--- src/rtl/pad_share_if.sv ---
// Requester-side bundle of the shared-pad arbiter: per-requester request/drive/data in,
// one-hot grant, busy flag and synchronised pad input back out.
interface pad_share_if #(
    parameter int unsigned NumReq = 4
);
    logic [NumReq-1:0] req_i;
    logic [NumReq-1:0] oe_i;
    logic [NumReq-1:0] data_i;
    logic [NumReq-1:0] gnt_o;
    logic              busy_o;
    logic              rdata_o;

    modport master (output req_i, oe_i, data_i, input gnt_o, busy_o, rdata_o);
    modport slave  (input req_i, oe_i, data_i, output gnt_o, busy_o, rdata_o);
endinterface

--- src/rtl/pad_share_arbiter.sv ---
// Round-robin time-multiplexer of one pull-down pad cell between NumReq requesters, with
// bounded ownership and driver-off turnaround. PAD_SHARE_GLITCH_FILTER_EN adds an rdata_o filter.
module pad_share_arbiter #(
    parameter int unsigned NumReq     = 4,
    parameter int unsigned TurnCycles = 2,
    parameter int unsigned MaxHold    = 16
) (
    input  logic        clk_i,
    input  logic        rst_ni,
    pad_share_if.slave  bus,
    output logic        pad_oen_o,
    output logic        pad_i_o,
    output logic        pad_pen_o,
    input  logic        pad_o_i
);
    localparam int unsigned OwnW  = (NumReq > 1) ? $clog2(NumReq) : 1;
    localparam int unsigned HoldW = (MaxHold > 1) ? $clog2(MaxHold) : 1;
    localparam int unsigned TurnW = 4;

    localparam logic [1:0] StIdle = 2'd0;
    localparam logic [1:0] StTurn = 2'd1;
    localparam logic [1:0] StOwn  = 2'd2;

    localparam logic [OwnW-1:0]  LastInit = OwnW'(NumReq - 1);
    localparam logic [HoldW-1:0] HoldMax  = HoldW'(MaxHold - 1);
    localparam logic [TurnW-1:0] TurnInit = TurnW'(TurnCycles - 1);

    logic [1:0]        state_q, state_d;
    logic [OwnW-1:0]   owner_q, owner_d;
    logic [OwnW-1:0]   last_q, last_d;
    logic [TurnW-1:0]  turn_q, turn_d;
    logic [HoldW-1:0]  hold_q, hold_d;
    logic              won_q, won_d;
    logic [NumReq-1:0] gnt_q, gnt_d;
    logic              busy_q, busy_d;

    logic              arb_valid;
    logic [OwnW-1:0]   arb_idx;
    logic [OwnW-1:0]   scan_idx;
    logic [NumReq-1:0] own_oh;
    logic              other_req;
    logic              in_own;
    logic              oe_own;

    function automatic logic [NumReq-1:0] onehot(input logic [OwnW-1:0] idx);
        return {{(NumReq-1){1'b0}}, 1'b1} << idx;
    endfunction

    // Round-robin pick: first active request at or after last_q+1.
    always_comb begin
        arb_valid = 1'b0;
        arb_idx   = '0;
        scan_idx  = '0;
        for (int unsigned i = 0; i < NumReq; i++) begin
            scan_idx = OwnW'((32'(last_q) + 32'd1 + i) % NumReq);
            if (!arb_valid && bus.req_i[scan_idx]) begin
                arb_valid = 1'b1;
                arb_idx   = scan_idx;
            end
        end
    end

    assign own_oh    = onehot(owner_q);
    assign other_req = |(bus.req_i & ~own_oh);

    always_comb begin
        state_d = state_q;
        owner_d = owner_q;
        last_d  = last_q;
        turn_d  = turn_q;
        hold_d  = hold_q;
        won_d   = won_q;
        gnt_d   = '0;
        case (state_q)
            StIdle: begin
                if (arb_valid) begin
                    owner_d = arb_idx;
                    if (TurnCycles > 0) begin
                        state_d = StTurn;
                        turn_d  = TurnInit;
                        won_d   = 1'b1;
                    end else begin
                        state_d = StOwn;
                        hold_d  = '0;
                        gnt_d   = onehot(arb_idx);
                    end
                end
            end
            StTurn: begin
                if (turn_q == '0) begin
                    won_d = 1'b0;
                    // A winner from IDLE that still requests keeps its slot; otherwise re-arbitrate.
                    if (won_q && bus.req_i[owner_q]) begin
                        state_d = StOwn;
                        hold_d  = '0;
                        gnt_d   = own_oh;
                    end else if (arb_valid) begin
                        state_d = StOwn;
                        owner_d = arb_idx;
                        hold_d  = '0;
                        gnt_d   = onehot(arb_idx);
                    end else begin
                        state_d = StIdle;
                    end
                end else begin
                    turn_d = turn_q - 1'b1;
                end
            end
            StOwn: begin
                if (!bus.req_i[owner_q] || (hold_q == HoldMax && other_req)) begin
                    last_d = owner_q;
                    won_d  = 1'b0;
                    if (TurnCycles > 0) begin
                        state_d = StTurn;
                        turn_d  = TurnInit;
                    end else begin
                        state_d = StIdle;
                    end
                end else begin
                    gnt_d = own_oh;
                    if (hold_q != HoldMax) hold_d = hold_q + 1'b1;
                end
            end
            default: state_d = StIdle;
        endcase
        busy_d = (state_d != StIdle);
    end

    always_ff @(posedge clk_i or negedge rst_ni) begin
        if (!rst_ni) begin
            state_q <= StIdle;
            owner_q <= '0;
            last_q  <= LastInit;
            turn_q  <= '0;
            hold_q  <= '0;
            won_q   <= 1'b0;
            gnt_q   <= '0;
            busy_q  <= 1'b0;
        end else begin
            state_q <= state_d;
            owner_q <= owner_d;
            last_q  <= last_d;
            turn_q  <= turn_d;
            hold_q  <= hold_d;
            won_q   <= won_d;
            gnt_q   <= gnt_d;
            busy_q  <= busy_d;
        end
    end

    // Pad drive follows the registered state, so reset releases the driver immediately.
    assign in_own    = (state_q == StOwn);
    assign oe_own    = bus.oe_i[owner_q];
    assign pad_oen_o = in_own ? ~oe_own : 1'b1;
    assign pad_i_o   = in_own & oe_own & bus.data_i[owner_q];
    assign pad_pen_o = in_own & oe_own;

    assign bus.gnt_o  = gnt_q;
    assign bus.busy_o = busy_q;

    logic sync1_q, sync2_q;

    always_ff @(posedge clk_i or negedge rst_ni) begin
        if (!rst_ni) begin
            sync1_q <= 1'b0;
            sync2_q <= 1'b0;
        end else begin
            sync1_q <= pad_o_i;
            sync2_q <= sync1_q;
        end
    end

`ifdef PAD_SHARE_GLITCH_FILTER_EN
    logic filt_q, rdata_q;

    // Three consecutive chain samples must agree before rdata moves.
    always_ff @(posedge clk_i or negedge rst_ni) begin
        if (!rst_ni) begin
            filt_q  <= 1'b0;
            rdata_q <= 1'b0;
        end else begin
            filt_q <= sync2_q;
            if (sync1_q == sync2_q && sync2_q == filt_q) rdata_q <= sync2_q;
        end
    end

    assign bus.rdata_o = rdata_q;
`else
    assign bus.rdata_o = sync2_q;
`endif

endmodule

--- src/flat_wrapper.sv ---
// flat-port wrapper written by rule: the top's interface ports become plain ports
module pad_share_arbiter_flat 
#(
    parameter int unsigned NumReq     = 4,
    parameter int unsigned TurnCycles = 2,
    parameter int unsigned MaxHold    = 16
)
  (clk_i, rst_ni, pad_oen_o, pad_i_o, pad_pen_o, pad_o_i, bus_req_i, bus_oe_i, bus_data_i, bus_gnt_o, bus_busy_o, bus_rdata_o);
  pad_share_if #(.NumReq(NumReq)) bus_i ();
  input  logic clk_i;
  input  logic rst_ni;
  output logic pad_oen_o;
  output logic pad_i_o;
  output logic pad_pen_o;
  input  logic pad_o_i;
  input wire logic [$bits(bus_i.req_i)-1:0] bus_req_i;
  input wire logic [$bits(bus_i.oe_i)-1:0] bus_oe_i;
  input wire logic [$bits(bus_i.data_i)-1:0] bus_data_i;
  output wire logic [$bits(bus_i.gnt_o)-1:0] bus_gnt_o;
  output wire logic [$bits(bus_i.busy_o)-1:0] bus_busy_o;
  output wire logic [$bits(bus_i.rdata_o)-1:0] bus_rdata_o;
  assign bus_i.req_i = bus_req_i;
  assign bus_i.oe_i = bus_oe_i;
  assign bus_i.data_i = bus_data_i;
  assign bus_gnt_o = bus_i.gnt_o;
  assign bus_busy_o = bus_i.busy_o;
  assign bus_rdata_o = bus_i.rdata_o;
  pad_share_arbiter #(.NumReq(NumReq), .TurnCycles(TurnCycles), .MaxHold(MaxHold)) u_core (.clk_i(clk_i), .rst_ni(rst_ni), .bus(bus_i), .pad_oen_o(pad_oen_o), .pad_i_o(pad_i_o), .pad_pen_o(pad_pen_o), .pad_o_i(pad_o_i));
endmodule
--- config.mk ---
export PLATFORM = sky130hd
export DESIGN_NAME = pad_share_arbiter_flat
export DESIGN_NICKNAME = d
export VERILOG_FILES = /design/src/rtl/pad_share_if.sv /design/src/rtl/pad_share_arbiter.sv /design/src/flat_wrapper.sv
export SDC_FILE = /design/constraint.sdc
export NUM_CORES = 1
export LEC_CHECK = 0
export ABC_AREA = 1
export CORE_ASPECT_RATIO = 1.25
export CORE_UTILIZATION = 49
export DETAILED_ROUTE_END_ITERATION = 7
export PLACE_DENSITY = 0.76
export SETUP_SLACK_MARGIN = 0.4
export SLEW_MARGIN = 20
export SYNTH_ARGS = -nofsm -noshare
export SYNTH_HDL_FRONTEND = slang
export SYNTH_SLANG_ARGS = --single-unit
--- constraint.sdc ---
create_clock -name clk_i -period 1.5 [get_ports clk_i]
set_input_delay 0.3 -clock clk_i [delete_from_list [all_inputs] [get_ports clk_i]]
set_output_delay 0.3 -clock clk_i [all_outputs]
set_load 0.005 [all_outputs]
==> metrics.txt <==
Metal-1 WL 1840 µm; failing checks negative setup slack; CTS tree yes; # nets final 324; Worst Slack Setup Final -326 ps; htree depth 1; Max-Cap Viols 0; Initial DRC Count 49; clk sinks 22; most common cell after layout, fill and taps aside buf_4; Routed WL per cell 14.5 µm; Placer Congestion 0.904; Worst Tran Pin Value 295 ps; post-layout util 0.834; top cells by area, synth dfrtp_1, nand2_1, inv_1, ha_1, nand2_2; Layout fillers 189; power density over the cells 2060 mW/mm²; clock skew 2.12 ps; TritonRoute pass-1 iters 4; antenna violations before repair 0; Seq. cell area 556 µm²; grt ovf 0; die area 0.00378 mm²; sw frac 0.478; CP endpoint kind output pin; Clk pwr share 0.100; largest net degree at the start of global routing 18; Crit path depth 6; Crit-path slowest cell dfrtp_2; Reg2Reg Depth 11; Crit. Startpoint u_core.owner_q[1]; post-route setup TNS -6090 ps; worst-path fanout max 5; Bufs and invs on worst path 2; Fin. Hold Viols 0; Max-slew headroom 0.802; Syn. warnings 0; first-pass GRT wire length 7100 µm; Core Box Area 0.00328 mm²; fraction of layout cells with a size suffix above 1 0.575; post-route antenna net violation count 0; number of distinct library cells after synthesis 34; #FFs+latches synth 22; Peak Freq 548 MHz; minimum clock period 1830 ps; Initial Util 0.528; clock buffer depth 2; status finished, violations left; clk_lat worst skew 270 ps; Psw 0.00269 W; fin crit share 1.22; half-perimeter wire length after placement 3210 µm; CP Class reg -> out; main flop type after synthesis dfrtp_1; most frequent cells in the layout buf_4, nand2_2, nand2_1, inv_1, dfrtp_1; crit path launch type flip-flop; Avg Inst Size Synth 7.60 µm²; sequential power share 0.169; IO Port Bufs 23; post-synthesis sequential area ratio 0.319; CP Capture Point pad_i_o; CTS clock-pin slew for the worst setup and hold paths 80 ps; Hold Crit Class in -> async; multi-input logic area 0.00132 mm²; Via density 5.26; Yosys top cell area share 0.289; GRT Resource Usage Total 0.264; Routed WL 4890 µm; WP data arrival 1530 ps; internal power 0.00294 W; Syn Std Cell Area 0.00173 mm²; Setup violations, final 23; # rows 23; Lkg Pwr 1.37 nW; top routing layer in use met4; area grow syn2layout 58.1%; RSZ-0062 raised after global routing yes; largest area contributor in the netlist dfrtp_1; Via Count 1777; die width 55.2 µm; crit path cell chain nand2_2 -> clkinv_2 -> a22o_1 -> o21ai_2 -> a31oi_1 -> buf_2; DIE HEIGHT 68.5 µm; Max rail drop VDD 0.00170 V; number of synthesized flops with an enable pin 0; Top Ports 24; Post-route DRC 0; met3 WL 132 µm; CTS root buffer clkbuf_8; R2R setup slack -320 ps; Async SR Flop Fraction 1.00; combinational power share 0.732; family with the most delay on the worst path flip-flops; Post-Syn Instances 228; Ant. Diodes 0; Synth Net Count 250; wire length on met2 2830 µm; r2r startpoint u_core.last_q[0]; FF-to-FF End u_core.bus.gnt_o[1]; max-slew violation count 0; Inserted Clock Buffers 3; max incr delay on CP 490 ps; Worst Path Required 1200 ps; vias in the first global route 1685
[power by group through the flow]
stage | logic, W | registers, W | clock network (W)
after CTS | 0.00348 | 0.000926 | 0.000566
after global placement | 0.00305 | 0.000926 | 0
after detailed placement | 0.00315 | 0.000933 | 0
after floorplan | 0.00203 | 0.000930 | 0
after global routing | 0.00446 | 0.000971 | 0.000581
final | 0.00412 | 0.000949 | 0.000561
[layer usage]
metal / GRT usage / vias to the layer above
li1: - / 876
met1: 0.291 / 853
met2: 0.508 / 39
met3: 0.0156 / 9
met4: 0.0969 / 0
met5: 0 / -
[synth_stat cells (3+ instances only)]
cell type / instances
a21oi_1: 4
dfrtp_1: 20
ha_1: 7
inv_1: 25
inv_2: 5
nand2_1: 73
nand2_2: 12
nand2_4: 5
nand3_1: 14
nor2_1: 7
o21ai_0: 7
o21ai_1: 7
o21ai_2: 5
or2_2: 4
xor2_1: 3
[cells by family (layout without fill, tap and decap cells)]
group | count (synthesis) | count (layout) | share of synthesized area
and+or+nand+nor | 128 | 128 | 0.390
AOI/OAI and AO/OA | 33 | 33 | 0.137
xor gates and xnor gates | 3 | 3 | 0.0152
adders and majority gates | 7 | 7 | 0.0506
DFF | 22 | 22 | 0.319
buffers and inverters | 35 | 108 | 0.0874
[metrics by stage]
stage / cells / instance area (µm²) / setup WS [ps] / hold slack (ps) / total power, W
after global routing: 338 / 2740 / -408 / 278 / 0.00601
final: 338 / 2740 / -326 / 261 / 0.00563
after CTS: 333 / 2510 / -326 / 284 / 0.00497
after floorplan: 228 / 1790 / -68.6 / 4.41 / 0.00296
after global placement: 325 / 2350 / -422 / 344 / 0.00397
after detailed placement: 325 / 2350 / -505 / 338 / 0.00408
[flip-flops by register name, summed over array words and instances (netlist names)]
register and count:
u_core.state_q 2, u_core.won_q 1, u_core.last_q 2, u_core.bus.rdata_o 1
u_core.hold_q 4, u_core.sync1_q 1, u_core.bus.busy_o 1, u_core.owner_q 2
u_core.bus.gnt_o 4, u_core.turn_q 4
[layout make-up]
type,count,area share
inverters,33,0.0507
well taps,37,0.0169
clock buffers,3,0.0151
flip-flops and latches,22,0.203
multi-input cells,171,0.484
clock inverters,1,0.0110
repair buffers,71,0.220
[worst min-delay path by stage]
stage / endpoint / slack [ps] / depth (start not counted)
3_3_place_gp: u_core.bus.rdata_o / 340 / 0
5_1_grt: u_core.turn_q[2] / 280 / 1
4_1_cts: u_core.turn_q[1] / 280 / 1
3_5_place_dp: u_core.bus.rdata_o / 340 / 0
2_1_floorplan: u_core.bus.busy_o / 4 / 0
6_report: u_core.turn_q[1] / 260 / 1
[repair_timing]
item	4_1_cts	5_1_grt
hold buffers	0	0
setup endpoints to repair	29	23
gates resized for setup	69	48
pin swaps	22	29
setup buffers	4	5
Note: power is estimated with default switching activity, not from simulation.
==> patch, RTL diff (config.mk and constraints unchanged) <==
`NumReq` is set to 4 in 3 places; all go to 2.
--- a/src/rtl/pad_share_if.sv
+++ b/src/rtl/pad_share_if.sv
@@ -2,5 +2,5 @@
 // one-hot grant, busy flag and synchronised pad input back out.
 interface pad_share_if #(
-    parameter int unsigned NumReq = 4
+    parameter int unsigned NumReq = 2
 );
     logic [NumReq-1:0] req_i;
--- a/src/rtl/pad_share_arbiter.sv
+++ b/src/rtl/pad_share_arbiter.sv
@@ -2,5 +2,5 @@
 // bounded ownership and driver-off turnaround. PAD_SHARE_GLITCH_FILTER_EN adds an rdata_o filter.
 module pad_share_arbiter #(
-    parameter int unsigned NumReq     = 4,
+    parameter int unsigned NumReq     = 2,
     parameter int unsigned TurnCycles = 2,
     parameter int unsigned MaxHold    = 16
--- a/src/flat_wrapper.sv
+++ b/src/flat_wrapper.sv
@@ -2,5 +2,5 @@
 module pad_share_arbiter_flat 
 #(
-    parameter int unsigned NumReq     = 4,
+    parameter int unsigned NumReq     = 2,
     parameter int unsigned TurnCycles = 2,
     parameter int unsigned MaxHold    = 16
Ports: changed (resized bus_data_i, bus_gnt_o, bus_oe_i and bus_req_i); port bits go from 24 to 16. No check against the original RTL was run, so the function may have changed too.
==> patch against the unedited design <==
The run still ends with negative setup slack left. Routed wire length down 38%. Critical path depth unchanged. Count of clock-buffer cells in the layout up 1. Sequential cell count down 4. Setup slack better by 0.14 ns. Cell area down 38%. Power down 49%. Via count down 33%. Register-to-register slack better by 0.26 ns. Clock power down 44%. Hold slack better by 0.038 ns. Global-route usage down 1.9 points. Sequential share of layout area up 6.2 points. Synthesized area down 31%. Critical endpoint unchanged. Largest power group unchanged.
==> patch: results (changes against the unedited design) <==
Outcome: complete, but fails checks
Failing checks: negative setup slack
Leak Pwr: 0.831 nW (-40%)
Syn avg cell area: 7.58 µm² (-0.22%)
Power Dens Cells: 1690 mW/mm² (-18%)
First-pass GRT wire length: 4660 µm (-34%)
Port bufs: 15 (-35%)
Depth of the most critical reg-to-reg path: 9 (-2)
Via/cell ratio: 5.22 (-0.74%)
Finished Layout Cells: 229 (-32%)
Clock-pin slew on the worst setup and hold paths: 0.12 ns (+0.04 ns)
Fin nets: 215 (-34%)
Final core utilization: 75.7% (-7.7 points)
Hold_ws: 0.299 ns (+0.0381 ns)
Layout cells sized above 1: 40.4% (-17 points)
Seq. pwr: 0.753 mW (-21%)
GRT Util Overall: 24.5% (-1.9 points)
Yosys cell types: 29 (-15%)
Finish-stage setup viols: 8 (-65%)
Cell Area, Placed: 0.00152 mm² (-35%)
Fin Clk Skew: 0.0214 ns (+0.0193 ns)
DP HPWL: 2040 µm (-36%)
Largest net degree at the start of global routing: 19 (+1)
R2R Path End: u_core.hold_q[0]
Comb_multi_in: 118 (-31%)
Combinational share of power: 63.2% (-10 points)
Worst r2r src: u_core.state_q[1]
Max FO, Critical Path: 4 (-1)
Vias in the first global route: 1142 (-32%)
Internal: 1.60 mW (-45%)
WL met2: 1610 µm (-43%)
Top post-synthesis cells by area: dfrtp_1 36%, nand2_1 17%, ha_1 7.3%
WL met1: 1130 µm (-39%)
Register area: 453 µm² (-18%)
Clock Latency Late Sink: 0.32 ns (+0.05 ns)
Number of synthesized register bits: 18 (-18%)
Adder-cell share of the synthesized area: 7.31% (+2.3 points)
Pre-CTS setup slack: -0.486 ns (+0.0182 ns)
Synth Area in XOR/XNOR: 0.731% (-0.79 points)
R2R Setup Slk: -0.06 ns (+0.26 ns)
Clk cell area share: 2.12% (-0.48 points)
Final WS setup: -0.182 ns (+0.144 ns)
patch: cell types whose count changed in the layout (fill, tap and decap cells not counted), sizes merged, moves of 4 or more:
cell,before,now
nand2,90,59
inv,31,19
o21ai,20,8
buf,57,30
clkdlybuf4s50,12,8
patch: per-layer routing:
| metal | vias up | GRT usage (%) |
|---|---|---|
| met4 | 0 | 12.6 |
| met3 | 19 | 4.75 |
| li1 | 586 | - |
| met1 | 544 | 25.8 |
| met2 | 46 | 43.9 |
| met5 | - | 0 |
patch: critical path: stages, from the launching register on:
cell and delay (ns):
dfrtp_2 0.47, clkinv_4 0.06, nor2_1 0.05, nor3_4 0.20
inv_2 0.05, a21oi_2 0.10, buf_2 0.13
patch: what timing repair did:
action                                  CTS  global route
buffers inserted                          5             2
pin swaps                                12             7
gates resized for setup                  42            18
endpoints found under the setup margin   23            23
